==> config.mk <==
export PLATFORM = sky130hd
export DESIGN_NAME = fifo_wr_arb_flat
export DESIGN_NICKNAME = d
export VERILOG_FILES = /design/src/rtl/fifo_wr_arb_pkg.sv /design/src/rtl/fifo_wr_arb_if.sv /design/src/rtl/fifo_wr_arb_rr_pick.sv /design/src/rtl/fifo_wr_arb.sv /design/src/flat_wrapper.sv
export SDC_FILE = /design/constraint.sdc
export NUM_CORES = 1
export LEC_CHECK = 0
export ABC_AREA = 1
export BUFFER_PORTS_ARGS = -buffer_cell sky130_fd_sc_hd__buf_2
export CELL_PAD_IN_SITES_DETAIL_PLACEMENT = 1
export CELL_PAD_IN_SITES_GLOBAL_PLACEMENT = 2
export CORE_MARGIN = 3
export CORE_UTILIZATION = 25
export CTS_BUF_LIST = sky130_fd_sc_hd__clkbuf_4 sky130_fd_sc_hd__clkbuf_8
export DETAILED_ROUTE_END_ITERATION = 12
export GPL_ROUTABILITY_DRIVEN = 0
export MAX_ROUTING_LAYER = met4
export PLACE_DENSITY_LB_ADDON = 0.05
export REMOVE_ABC_BUFFERS = 1
export SLEW_MARGIN = 20
export SYNTH_ARGS = -nofsm -noshare
export SYNTH_HDL_FRONTEND = slang
export SYNTH_HIERARCHICAL = 1
export SYNTH_SLANG_ARGS = --single-unit
==> constraint.sdc <==
create_clock -name clk -period 2.8 [get_ports clk]
set_input_delay 0.84 -clock clk [delete_from_list [all_inputs] [get_ports clk]]
set_output_delay 0.84 -clock clk [all_outputs]
set_load 0.01 [all_outputs]
==> src/rtl/fifo_wr_arb_pkg.sv <==
// Shared types and constants for the FIFO write-side arbiter.
// Imported by the arbiter, its interface and the rr_pick helper.
package fifo_arb_pkg;

    typedef enum logic {
        IDLE,
        GRANT
    } state_t;

    localparam int DEF_NREQ      = 4;
    localparam int DEF_WIDTH     = 8;
    localparam int DEF_MAX_BEATS = 16;

    function automatic int id_w(input int n);
        return (n < 2) ? 1 : $clog2(n);
    endfunction

endpackage

==> src/rtl/fifo_wr_arb_if.sv <==
// Producer-side handshake bundle plus the FIFO write port.
// master = producers/FIFO environment, slave = arbiter.
interface fifo_wr_arb_if
    import fifo_arb_pkg::*;
#(
    parameter int NREQ  = DEF_NREQ,
    parameter int WIDTH = DEF_WIDTH
);

    localparam int IDW = id_w(NREQ);

    logic [NREQ-1:0]      req_valid;
    logic [WIDTH-1:0]     req_data [NREQ];
    logic [NREQ-1:0]      req_last;
    logic [NREQ-1:0]      req_ready;
    logic                 fifo_full;
    logic                 fifo_wr_en;
    logic [IDW+WIDTH-1:0] fifo_din;

    modport master (
        output req_valid, req_data, req_last, fifo_full,
        input  req_ready, fifo_wr_en, fifo_din
    );

    modport slave (
        input  req_valid, req_data, req_last, fifo_full,
        output req_ready, fifo_wr_en, fifo_din
    );

endinterface

==> src/rtl/fifo_wr_arb_rr_pick.sv <==
// Combinational round-robin select starting after last_grant.
// Shared with the read-side schedulers.
module rr_pick
    import fifo_arb_pkg::*;
#(
    parameter int NREQ = DEF_NREQ,
    localparam int IDW = id_w(NREQ)
) (
    input  logic [NREQ-1:0] req,
    input  logic [IDW-1:0]  last_grant,
    output logic [IDW-1:0]  winner,
    output logic            any
);

    logic [IDW-1:0] idx;

    always_comb begin
        winner = '0;
        any    = 1'b0;
        idx    = '0;
        for (int i = 1; i <= NREQ; i++) begin
            idx = IDW'((int'(last_grant) + i) % NREQ);
            if (!any && req[idx]) begin
                any    = 1'b1;
                winner = idx;
            end
        end
    end

endmodule

==> src/rtl/fifo_wr_arb.sv <==
// Round-robin arbiter sharing one FIFO write port among NREQ producers.
// Grant is held for a whole packet: until last or MAX_BEATS beats.
module fifo_wr_arb
    import fifo_arb_pkg::*;
#(
    parameter int NREQ      = DEF_NREQ,
    parameter int WIDTH     = DEF_WIDTH,
    parameter int MAX_BEATS = DEF_MAX_BEATS,
    localparam int IDW      = id_w(NREQ)
) (
    input  logic           clk,
    input  logic           rst_n,
    fifo_wr_arb_if.slave   bus,
    output logic [IDW-1:0] grant_id,
    output logic           busy,
    output logic           err_timeout
);

    localparam int CW = $clog2(MAX_BEATS + 1);
    localparam logic [CW:0] MAXB = (CW + 1)'(MAX_BEATS);

    state_t         state_q, state_d;
    logic [IDW-1:0] gid_q;
    logic [IDW-1:0] last_q;
    logic [CW-1:0]  cnt_q;
    logic           err_q;

    logic [IDW-1:0] win;
    logic           any;
    logic           fire;
    logic           hit;
    logic           rel;
    logic [CW:0]    nxt;

    rr_pick #(.NREQ(NREQ)) u_pick (
        .req        (bus.req_valid),
        .last_grant (last_q),
        .winner     (win),
        .any        (any)
    );

    assign busy = (state_q == GRANT);
    assign fire = busy & bus.req_valid[gid_q] & ~bus.fifo_full;
    assign nxt  = {1'b0, cnt_q} + 1'b1;
    assign hit  = (nxt == MAXB);
    assign rel  = fire & (bus.req_last[gid_q] | hit);

    // Outputs depend only on registered grant plus valid/full.
    assign bus.fifo_wr_en = fire;
    assign bus.req_ready  = fire ? (NREQ'(1) << gid_q) : '0;
    assign bus.fifo_din   = {gid_q, bus.req_data[gid_q]};
    assign grant_id       = gid_q;
    assign err_timeout    = err_q;

    always_comb begin
        state_d = state_q;
        unique case (state_q)
            IDLE:    if (any) state_d = GRANT;
            GRANT:   if (rel) state_d = IDLE;
            default: state_d = IDLE;
        endcase
    end

    always_ff @(posedge clk or negedge rst_n) begin
        if (!rst_n) begin
            state_q <= IDLE;
            gid_q   <= '0;
            last_q  <= IDW'(NREQ - 1);
            cnt_q   <= '0;
            err_q   <= 1'b0;
        end else begin
            state_q <= state_d;
            err_q   <= fire & hit & ~bus.req_last[gid_q];
            if (state_q == IDLE && any) begin
                gid_q <= win;
                cnt_q <= '0;
            end
            if (fire) cnt_q <= nxt[CW-1:0];
            if (rel) last_q <= gid_q;
        end
    end

endmodule

==> src/flat_wrapper.sv <==
// flat-port wrapper written by rule: the top's interface ports become plain ports
module fifo_wr_arb_flat import fifo_arb_pkg::*;
#(
    parameter int NREQ      = DEF_NREQ,
    parameter int WIDTH     = DEF_WIDTH,
    parameter int MAX_BEATS = DEF_MAX_BEATS,
    localparam int IDW      = id_w(NREQ)
)
  (clk, rst_n, grant_id, busy, err_timeout, bus_req_valid, bus_req_data, bus_req_last, bus_fifo_full, bus_req_ready, bus_fifo_wr_en, bus_fifo_din);
  fifo_wr_arb_if #(.NREQ(NREQ), .WIDTH(WIDTH)) bus_i ();
  input  logic clk;
  input  logic rst_n;
  output logic [IDW-1:0] grant_id;
  output logic busy;
  output logic err_timeout;
  input wire logic [$bits(bus_i.req_valid)-1:0] bus_req_valid;
  input wire logic [$bits(bus_i.req_data)-1:0] bus_req_data;
  input wire logic [$bits(bus_i.req_last)-1:0] bus_req_last;
  input wire logic [$bits(bus_i.fifo_full)-1:0] bus_fifo_full;
  output wire logic [$bits(bus_i.req_ready)-1:0] bus_req_ready;
  output wire logic [$bits(bus_i.fifo_wr_en)-1:0] bus_fifo_wr_en;
  output wire logic [$bits(bus_i.fifo_din)-1:0] bus_fifo_din;
  assign bus_i.req_valid = bus_req_valid;
  assign bus_i.req_data = {>>{bus_req_data}};
  assign bus_i.req_last = bus_req_last;
  assign bus_i.fifo_full = bus_fifo_full;
  assign bus_req_ready = bus_i.req_ready;
  assign bus_fifo_wr_en = bus_i.fifo_wr_en;
  assign bus_fifo_din = bus_i.fifo_din;
  fifo_wr_arb #(.NREQ(NREQ), .WIDTH(WIDTH), .MAX_BEATS(MAX_BEATS)) u_core (.clk(clk), .rst_n(rst_n), .bus(bus_i), .grant_id(grant_id), .busy(busy), .err_timeout(err_timeout));
endmodule
# Word-level counts from Yosys, hierarchy flattened
# Cells that the tools add are included.
# word_totals
regBits	11
out_inout_bits	19
# op_classes
add_sub_neg	5
order_cmp	6
eq_ne	1
shifts	1
muxes	29
bitwise	10
reduce_logical	8
# ops
operator	count
8-bit binary-select mux with 2-bit select	1
8-bit 2-to-1 mux	2
2-bit by 3-bit < comparator with 1-bit output (second input constant)	5
1-bit binary-select mux with 2-bit select	6
1-bit 2-to-1 mux	12
5-bit 2-to-1 mux	2
2-bit 2-to-1 mux	4
5-bit by 1-bit adder with 6-bit output (second input constant)	1
6-bit by 5-bit equality test with 1-bit output (second input constant)	1
1-bit bitwise AND	5
2-bit by 1-bit adder with 2-bit output (second input constant)	2
2-bit adder (second input constant)	2
1-bit logical AND	4
4-bit 2-to-1 mux	1
1-bit by 2-bit << shifter with 4-bit output (first input constant)	1
3-bit >= comparator (second input constant)	1
1-bit logical NOT	3
1-bit NOT	3
2-bit NOT with 3-bit output	1
1-bit case mux with 2 select lines	1
2-bit nonzero test	1
1-bit OR	1

# Depth between registers and ports, before layout
# Gate-level depths: netlist of run 1.
# logic_depth
word_depth	16
mapped_depth	12

# Modules after synthesis
# The synthesis of run 1 kept the hierarchy.
# by_module_without_submodules
mod	n_inst	cells_per_inst	area_each_um2
fifo_wr_arb	1	125	925.9
rr_pick	1	52	271.5

# Worst setup path after synthesis of run 1
# No wires, ideal clock.
# synth_timing
path_kind	input to output
start	input port bus_fifo_full
end	output port bus_req_ready[0]
arrival_ps	1560
required_time_ps	1960
slack_ps	400
cell_stages	5
path_buffers	0
path_cell_list	inv_1 nand2_1 nor2_8 inv_2 nor3_1
# synth_via
elab_chain_len	3
# synth_rtl
item	line	source
start, declared	flat_wrapper.sv:19	input wire logic [$bits(bus_i.fifo_full)-1:0] bus_fifo_full;
1-bit NOT	fifo_wr_arb.sv:43	assign fire = busy & bus.req_valid[gid_q] & ~bus.fifo_full;
1-bit bitwise AND	fifo_wr_arb.sv:43	
named net bus_fifo_wr_en	flat_wrapper.sv:21	output wire logic [$bits(bus_i.fifo_wr_en)-1:0] bus_fifo_wr_en;
4-bit 2-to-1 mux	fifo_wr_arb.sv:50	assign bus.req_ready = fire ? (NREQ'(1) << gid_q) : '0;
end, declared	flat_wrapper.sv:20	output wire logic [$bits(bus_i.req_ready)-1:0] bus_req_ready;
# The timed path passes the listed nets, and every way through them passes these cells.

# Worst setup path after layout of run 1
# layout_timing
start	input port bus_req_valid[1]
end	output port bus_req_ready[3]
# layout_via
elab_chain_len	5
# layout_rtl
item	line	source
start, declared	flat_wrapper.sv:16	input wire logic [$bits(bus_i.req_valid)-1:0] bus_req_valid;
1-bit binary-select mux with 2-bit select	fifo_wr_arb.sv:43	
1-bit 2-to-1 mux (not written as such)	fifo_wr_arb.sv:43	
1-bit bitwise AND (2 in a row)	fifo_wr_arb.sv:43	
4-bit 2-to-1 mux	fifo_wr_arb.sv:50	
# No other way between the ends. The select of a mux whose other input is x is not followed.

==> metrics.txt, run 1 <==
CP Cell Sequence=buf_2, nand3_1, nand2_1, nor2_2, nor2_8, inv_2, nor3_1, buf_2; worst slew pin tran=between 0.4 and 0.5 ns; fmax=around 380 MHz; Initial Util=0.2676; initial antenna violation count=0; Post-Syn Area=about 1200 sq um; total negative slack=0 ns; YS warnings=6; via count=~1400; Placement Setup Slack=~0.13 ns; first drt pass iteration count=4; # diodes=0; pin count of the biggest net entering global routing=13; Nets=around 290; remaining design rule violation count=0; Num CTS Buffers=3; Seq/Total Area, Yosys=0.2320; clk root buf=clkbuf_8; minimum clock period=about 2.7 ns; row cnt=24; Rel. slew slack=0.6736; async set-reset flop share out of synthesis=1.000; Port-buffer cells=just over 60; Seq cells post-synth=11; Tot Pwr=1644 uW; Die H=75.21 um; Critical-path top delay cell=nor3_1; Worst Path Arrival=between 1.5 and 2 ns; crit share post-route=0.9465; Area growth syn-to-layout=33.33%; CP Max Fanout=7; Slew Viols, Final=0; status=completed; Worst Path Class, Setup=in -> out; first-pass GRT wire length=~6700 um; area leader, netlist=dfrtp_1; Routed WL=approximately 4100 um; final hold slack=~0.46 ns; CTS clk-pin slew, worst paths=approximately 0.050 ns; layout cells sized above 1=0.3958; Max-Cap Viols=0; Synth top cells by count=59 x nand2_1, 35 x nand3_1, 12 x inv_1; capturing element type of the critical path=primary output; Min-Delay Path Class=in -> async; Cells after Synth=about 180; post-synth top area share=0.1881; Synth area leaders=dfrtp_1 19%, nand2_1 18%, nand3_1 15%; Post-Syn Area per Cell=approximately 6.8 sq um; clock insertion delay at the later pin of the skew report=about 0.24 ns; P per Cell Area=roughly 1000 nW/um^2; worst setup margin=0.1498 ns; Final Hold Vio Count=0; Final setup viols=0; vias in the first global route=about 1500; htree depth=1; CP max stage delay=about 0.19 ns; wire per inst=13.97 um; WP data required=roughly 2.0 ns; Post-synth EDFFs=0; CP top delay family=simple AND/OR/NAND/NOR gates; Longest Clk Path Bufs=2; TritonCTS clock tree=yes; WP buf/inv=3; Worst Setup Start Kind=primary input; most instantiated library cell after synthesis=nand2_1; DR vias/cell=between 4 and 5; Top FF cell, synth=dfrtp_1; DRT iter0 DRCs=39; Detail Route Antenna Nets=0; Core Region=between 4000 and 5000 sq um; RSZ-0062 raised after global routing=no; Max IR drop VDD=0.2877 mV; most used cell, CP=buf_2; GRT overflow=0; static leakage=just under 0.0009 uW; TritonCTS Sinks=11; HPWL after DPL=roughly 3400 um; Die Wd=about 75 um; Tot GR Track Use=0.1584; die area=about 5700 sq um; Distinct cells, synth=27; Final Skew=around 0.0017 ns; Boundary Pins=62
-- placed cells by master, fill, tap and decap left out, drive strengths merged, types with 2 or more instances in the layout --
cell,count
a21oi,2
a22oi,8
buf,66
clkbuf,4
dfrtp,9
dfstp,2
ha,2
inv,16
nand2,68
nand3,36
nand4,5
nor2,11
nor3,3
o21ai,5
-- registers in the layout, summed over array words and instances (netlist names) --
register	cells
u_core/grant_id	2
u_core/last_q	2
u_core/cnt_q	5
u_core/busy	1
u_core/err_timeout	1
-- worst paths after layout --
path	end	from	cells past startpoint	slack, ns
worst max-delay path	bus_req_ready[3]	bus_req_valid[1]	8	0.15
worst min-delay path	u_core/cnt_q[0]	rst_n	1	0.46
worst max register to register	u_core/cnt_q[0]	u_core/last_q[0]	11	0.62
worst min register to register	u_core/cnt_q[4]	u_core/cnt_q[4]	2	0.54
max in group asynchronous	u_core/last_q[1]	rst_n	1	2.07
min in group clk	u_core/cnt_q[4]	u_core/cnt_q[4]	2	0.54
-- cell type report --
cell class	count	area, sq um
fill	593	2878
multi-input combinational	143	787.0
timing repair buffer	66	355.3
sequential	11	280.3
tap	52	65.06
inverter	16	60.06
clock buffer	4	48.80
-- layer usage --
metal | part of all wire | GRT usage | vias up
met5 | 0 | - | -
met4 | 0.012 | 0.05243 | 0
met3 | 0.031 | 0.02403 | 4
met2 | 0.53 | 0.2698 | 36
met1 | 0.43 | 0.1906 | 654
li1 | - | - | 714
-- repair_timing --
action | in CTS | in global routing
gates resized for setup | 0 | 2
setup buffers | 0 | 2
hold buffers | 0 | 0
setup endpoints to repair | 0 | 4
-- metrics by stage --
| step | instance area [sq um] | util | instances |
|---|---|---|---|
| floorplan | 1125 | - | 170 |
| global placement | 1518 | 0.3392 | 286 |
| detailed placement | 1518 | 0.3392 | 286 |
| CTS | 1567 | 0.3501 | 290 |
| global route | 1597 | 0.3568 | 292 |
| finish | 1597 | 0.3568 | 292 |
-- logic make-up (layout without fill, tap and decap cells) --
logic type,Yosys count,after routing,share of synthesized area
buffers and inverters,23,86,0.1108
DFF,11,11,0.2320
AOI/OAI and AO/OA,17,17,0.09510
adders and majority gates,2,2,0.02090
and+or+nand+nor,123,123,0.5340
xor gates and xnor gates,1,1,0.007316
-- power by group --
part | switching, uW | total (uW) | leakage, uW | internal [uW]
Clock | 64.1 | 174 | 0.0000262 | 110
Combinational | 703 | 1140 | 0.000717 | 432
Sequential | 110 | 334 | 0.000135 | 224
No activity file was read; power rests on OpenSTA's default activity.
==> inputs of run 2 (changes only) <==
--- a/config.mk
+++ b/config.mk
@@ -17,4 +17,5 @@
 export MAX_ROUTING_LAYER = met4
 export PLACE_DENSITY_LB_ADDON = 0.05
+export RECOVER_POWER = 50
 export REMOVE_ABC_BUFFERS = 1
 export SLEW_MARGIN = 20
==> constraint.sdc (replaced) <==
create_clock -name clk -period 2.8 [get_ports clk]
set_input_delay 0.14 -clock clk [delete_from_list [all_inputs] [get_ports clk]]
set_output_delay 0.14 -clock clk [all_outputs]
set_load 0.01 [all_outputs]
==> run 2 against run 1 <==
Net effect: critical path depth is the same; final area is 3.5% lower; count of clock-buffer cells in the layout unchanged; sequential cell count unchanged; non-clock buffer count decreased by 4; maximum frequency up 7.3%; first-iteration DRC count increased by 51%; power down 4.7%; critical endpoint is now bus_req_ready[2]; largest power group unchanged; die area unchanged; hold slack lost 0.21 ns.
==> metrics.txt, run 2 (synthesis results as in run 1) <==
clock insertion delay at the later pin of the skew report=0.24 ns (about the same); Num CTS Buffers=3 (unchanged); worst setup margin=0.3289 ns (was 0.1498 ns); GRT overflow=0 (unchanged); Seq. cell area=277.8 sq um (was 280.3 sq um); Placement Setup Slack=0.6738 ns (was 0.1315 ns); CP Max Fanout=20 (was 7); flip-flop count of the largest register after layout=5 (unchanged); WP data required=2.66 ns (was 1.96 ns); die area=5656 sq um (unchanged); Worst Path Class, Setup=reg -> out (was in -> out); Area growth syn-to-layout=28.63% (was 33.33%); initial antenna violation count=0 (unchanged); PostCTS Resize Cnt=0 (unchanged); wire per inst=14.58 um (was 13.97 um); Longest Clk Path Bufs=2 (unchanged); Boundary Pins=62 (unchanged); fmax=404.7 MHz (was 377.3 MHz); minimum clock period=2.471 ns (was 2.650 ns); DRT iter0 DRCs=59 (was 39); row cnt=24 (unchanged); remaining design rule violation count=0 (unchanged); Detail Route Antenna Nets=0 (unchanged); Max IR drop VDD=0.2544 mV (was 0.2877 mV); Die H=75.21 um (unchanged); Final Skew=0.001711 ns (was 0.001714 ns); r2r setup slk=0.66 ns (was 0.62 ns); TritonCTS clock tree=yes (unchanged); crit path from=u_core/grant_id[0] (was bus_req_valid[1]); Rel. slew slack=0.4340 (was 0.6736); register with the most flip-flops=u_core/cnt_q (unchanged); vias in the first global route=1481 (was 1465); Core Region=4474 sq um (unchanged); Finished Core Util=0.3442 (was 0.3568); P per Cell Area=1017 nW/um^2 (was 1030 nW/um^2); htree depth=1 (unchanged); Slew Viols, Final=0 (unchanged); total negative slack=0 ns (unchanged); layout cells sized above 1=0.3347 (was 0.3958); first-pass GRT wire length=6837 um (was 6713 um); Routed WL=4200 um (was 4078 um); capturing element type of the critical path=primary output (unchanged); Worst Setup Start Kind=register (was primary input); # diodes=0 (unchanged); Max-Cap Viols=0 (unchanged); Nets=282 (was 286); status=completed (unchanged); RSZ-0062 raised after global routing=no (unchanged); reg-to-reg endpoint=u_core/last_q[0] (was u_core/cnt_q[0]); Final setup viols=0 (unchanged); TritonCTS Sinks=11 (unchanged); Final Hold Vio Count=0 (unchanged); setup bufs post-CTS=0 (unchanged); most frequent cells in the layout=60 x nand2_1, 54 x buf_2, 35 x nand3_1, 12 x inv_1, 9 x dfrtp_1 (was 61 x buf_2, 59 x nand2_1, 35 x nand3_1, 12 x inv_1, 8 x a22oi_1); Multi-input gate area=782.0 sq um (was 787.0 sq um); R2R depth=9 (was 11); R2R Path Start=u_core/grant_id[0] (was u_core/last_q[0]); Min-Delay Path Class=in -> reg (was in -> async); clk root buf=clkbuf_8 (unchanged); Die Wd=75.21 um (unchanged); first drt pass iteration count=4 (unchanged); pin count of the biggest net entering global routing=21 (was 13); DR vias/cell=4.903 (was 4.822); static leakage=0.0008324 uW (was 0.0008781 uW); Worst Path Arrival=2.33 ns (was 1.81 ns); Fillers=613 (was 593); Tot GR Track Use=0.1610 (was 0.1584); worst slew pin tran=0.8490 ns (was 0.4878 ns); Critical Path End=bus_req_ready[2] (was bus_req_ready[3]); Initial Util=0.2676 (unchanged); HPWL after DPL=3419 um (was 3424 um); CTS clk-pin slew, worst paths=0.05 ns (about the same); via count=1412 (was 1408); Port-buffer cells=61 (unchanged); commonest non-fill, non-tap cell in the layout=nand2_1 (was buf_2); crit share post-route=0.8825 (was 0.9465)
## run 2: cell types whose count changed in the layout (fill, tap and decap cells not counted)
cell           before  now
buf_2              61   54
clkbuf_1            0    7
buf_4               4    0
dfrtp_1             7    9
dfrtp_2             2    0
buf_12              1    0
dlygate4sd3_1       0    1
nand2_1            59   60
nand2_2             6    5
nor2_1              5    6
nor2_2              1    0
## run 2: metal layers
layer / wire length [um] / GRT usage / vias to the layer above
met5: 0 / - / -
met4: 14 / 0.02913 / 0
met3: 181 / 0.04673 / 2
met2: 2189 / 0.2679 / 31
met1: 1815 / 0.1955 / 670
li1: - / - / 709
## run 2: critical path, cell delays in order (launching register included)
cell,delay (ns)
dfrtp_1,0.89
inv_1,0.22
nand3_1,0.12
nand2_1,0.06
nor2_1,0.32
nor2_8,0.09
inv_2,0.14
nor3_1,0.06
buf_2,0.19
## run 2: worst min path at each step
stage | slack, ns | from | cells after the start | endpoint
after floorplan | -0.16 | rst_n | 0 | u_core/busy
after global placement | 0.02 | rst_n | 1 | u_core/cnt_q[1]
after detailed placement | 0.03 | rst_n | 1 | u_core/cnt_q[1]
after CTS | 0.27 | bus_req_last[1] | 4 | u_core/err_timeout
after global routing | 0.26 | bus_req_last[1] | 4 | u_core/err_timeout
final | 0.25 | bus_req_last[1] | 4 | u_core/err_timeout
## run 2: final cells by class
| type | instances | share of cell area |
|---|---|---|
| Timing Repair Buffer | 62 | 0.1990 |
| Clock buffer | 4 | 0.03168 |
| Multi-Input combinational cell | 143 | 0.5077 |
| Sequential cell | 11 | 0.1803 |
| Tap cell | 52 | 0.04224 |
| Inverter | 16 | 0.03899 |
## run 2: power by group
group          internal [uW]  leakage, uW  switching (uW)
Clock                    110    0.0000262            64.1
Sequential               220     0.000138             168
Combinational            368     0.000668             636
Total                    698     0.000832             868
## run 2: through the flow
step,instances,hold slack [ns],cell area [sq um],power [uW]
after floorplan,170,-0.1556,1125,1065
after global placement,283,0.02270,1495,1389
after detailed placement,283,0.03409,1495,1418
after CTS,288,0.2672,1554,1600
after global routing,288,0.2611,1540,1721
final,288,0.2464,1540,1566
## run 2: repair_timing
item,in CTS,in global routing
hold endpoints to repair,9,0
endpoints found under the setup margin,0,0
hold buffers,1,0
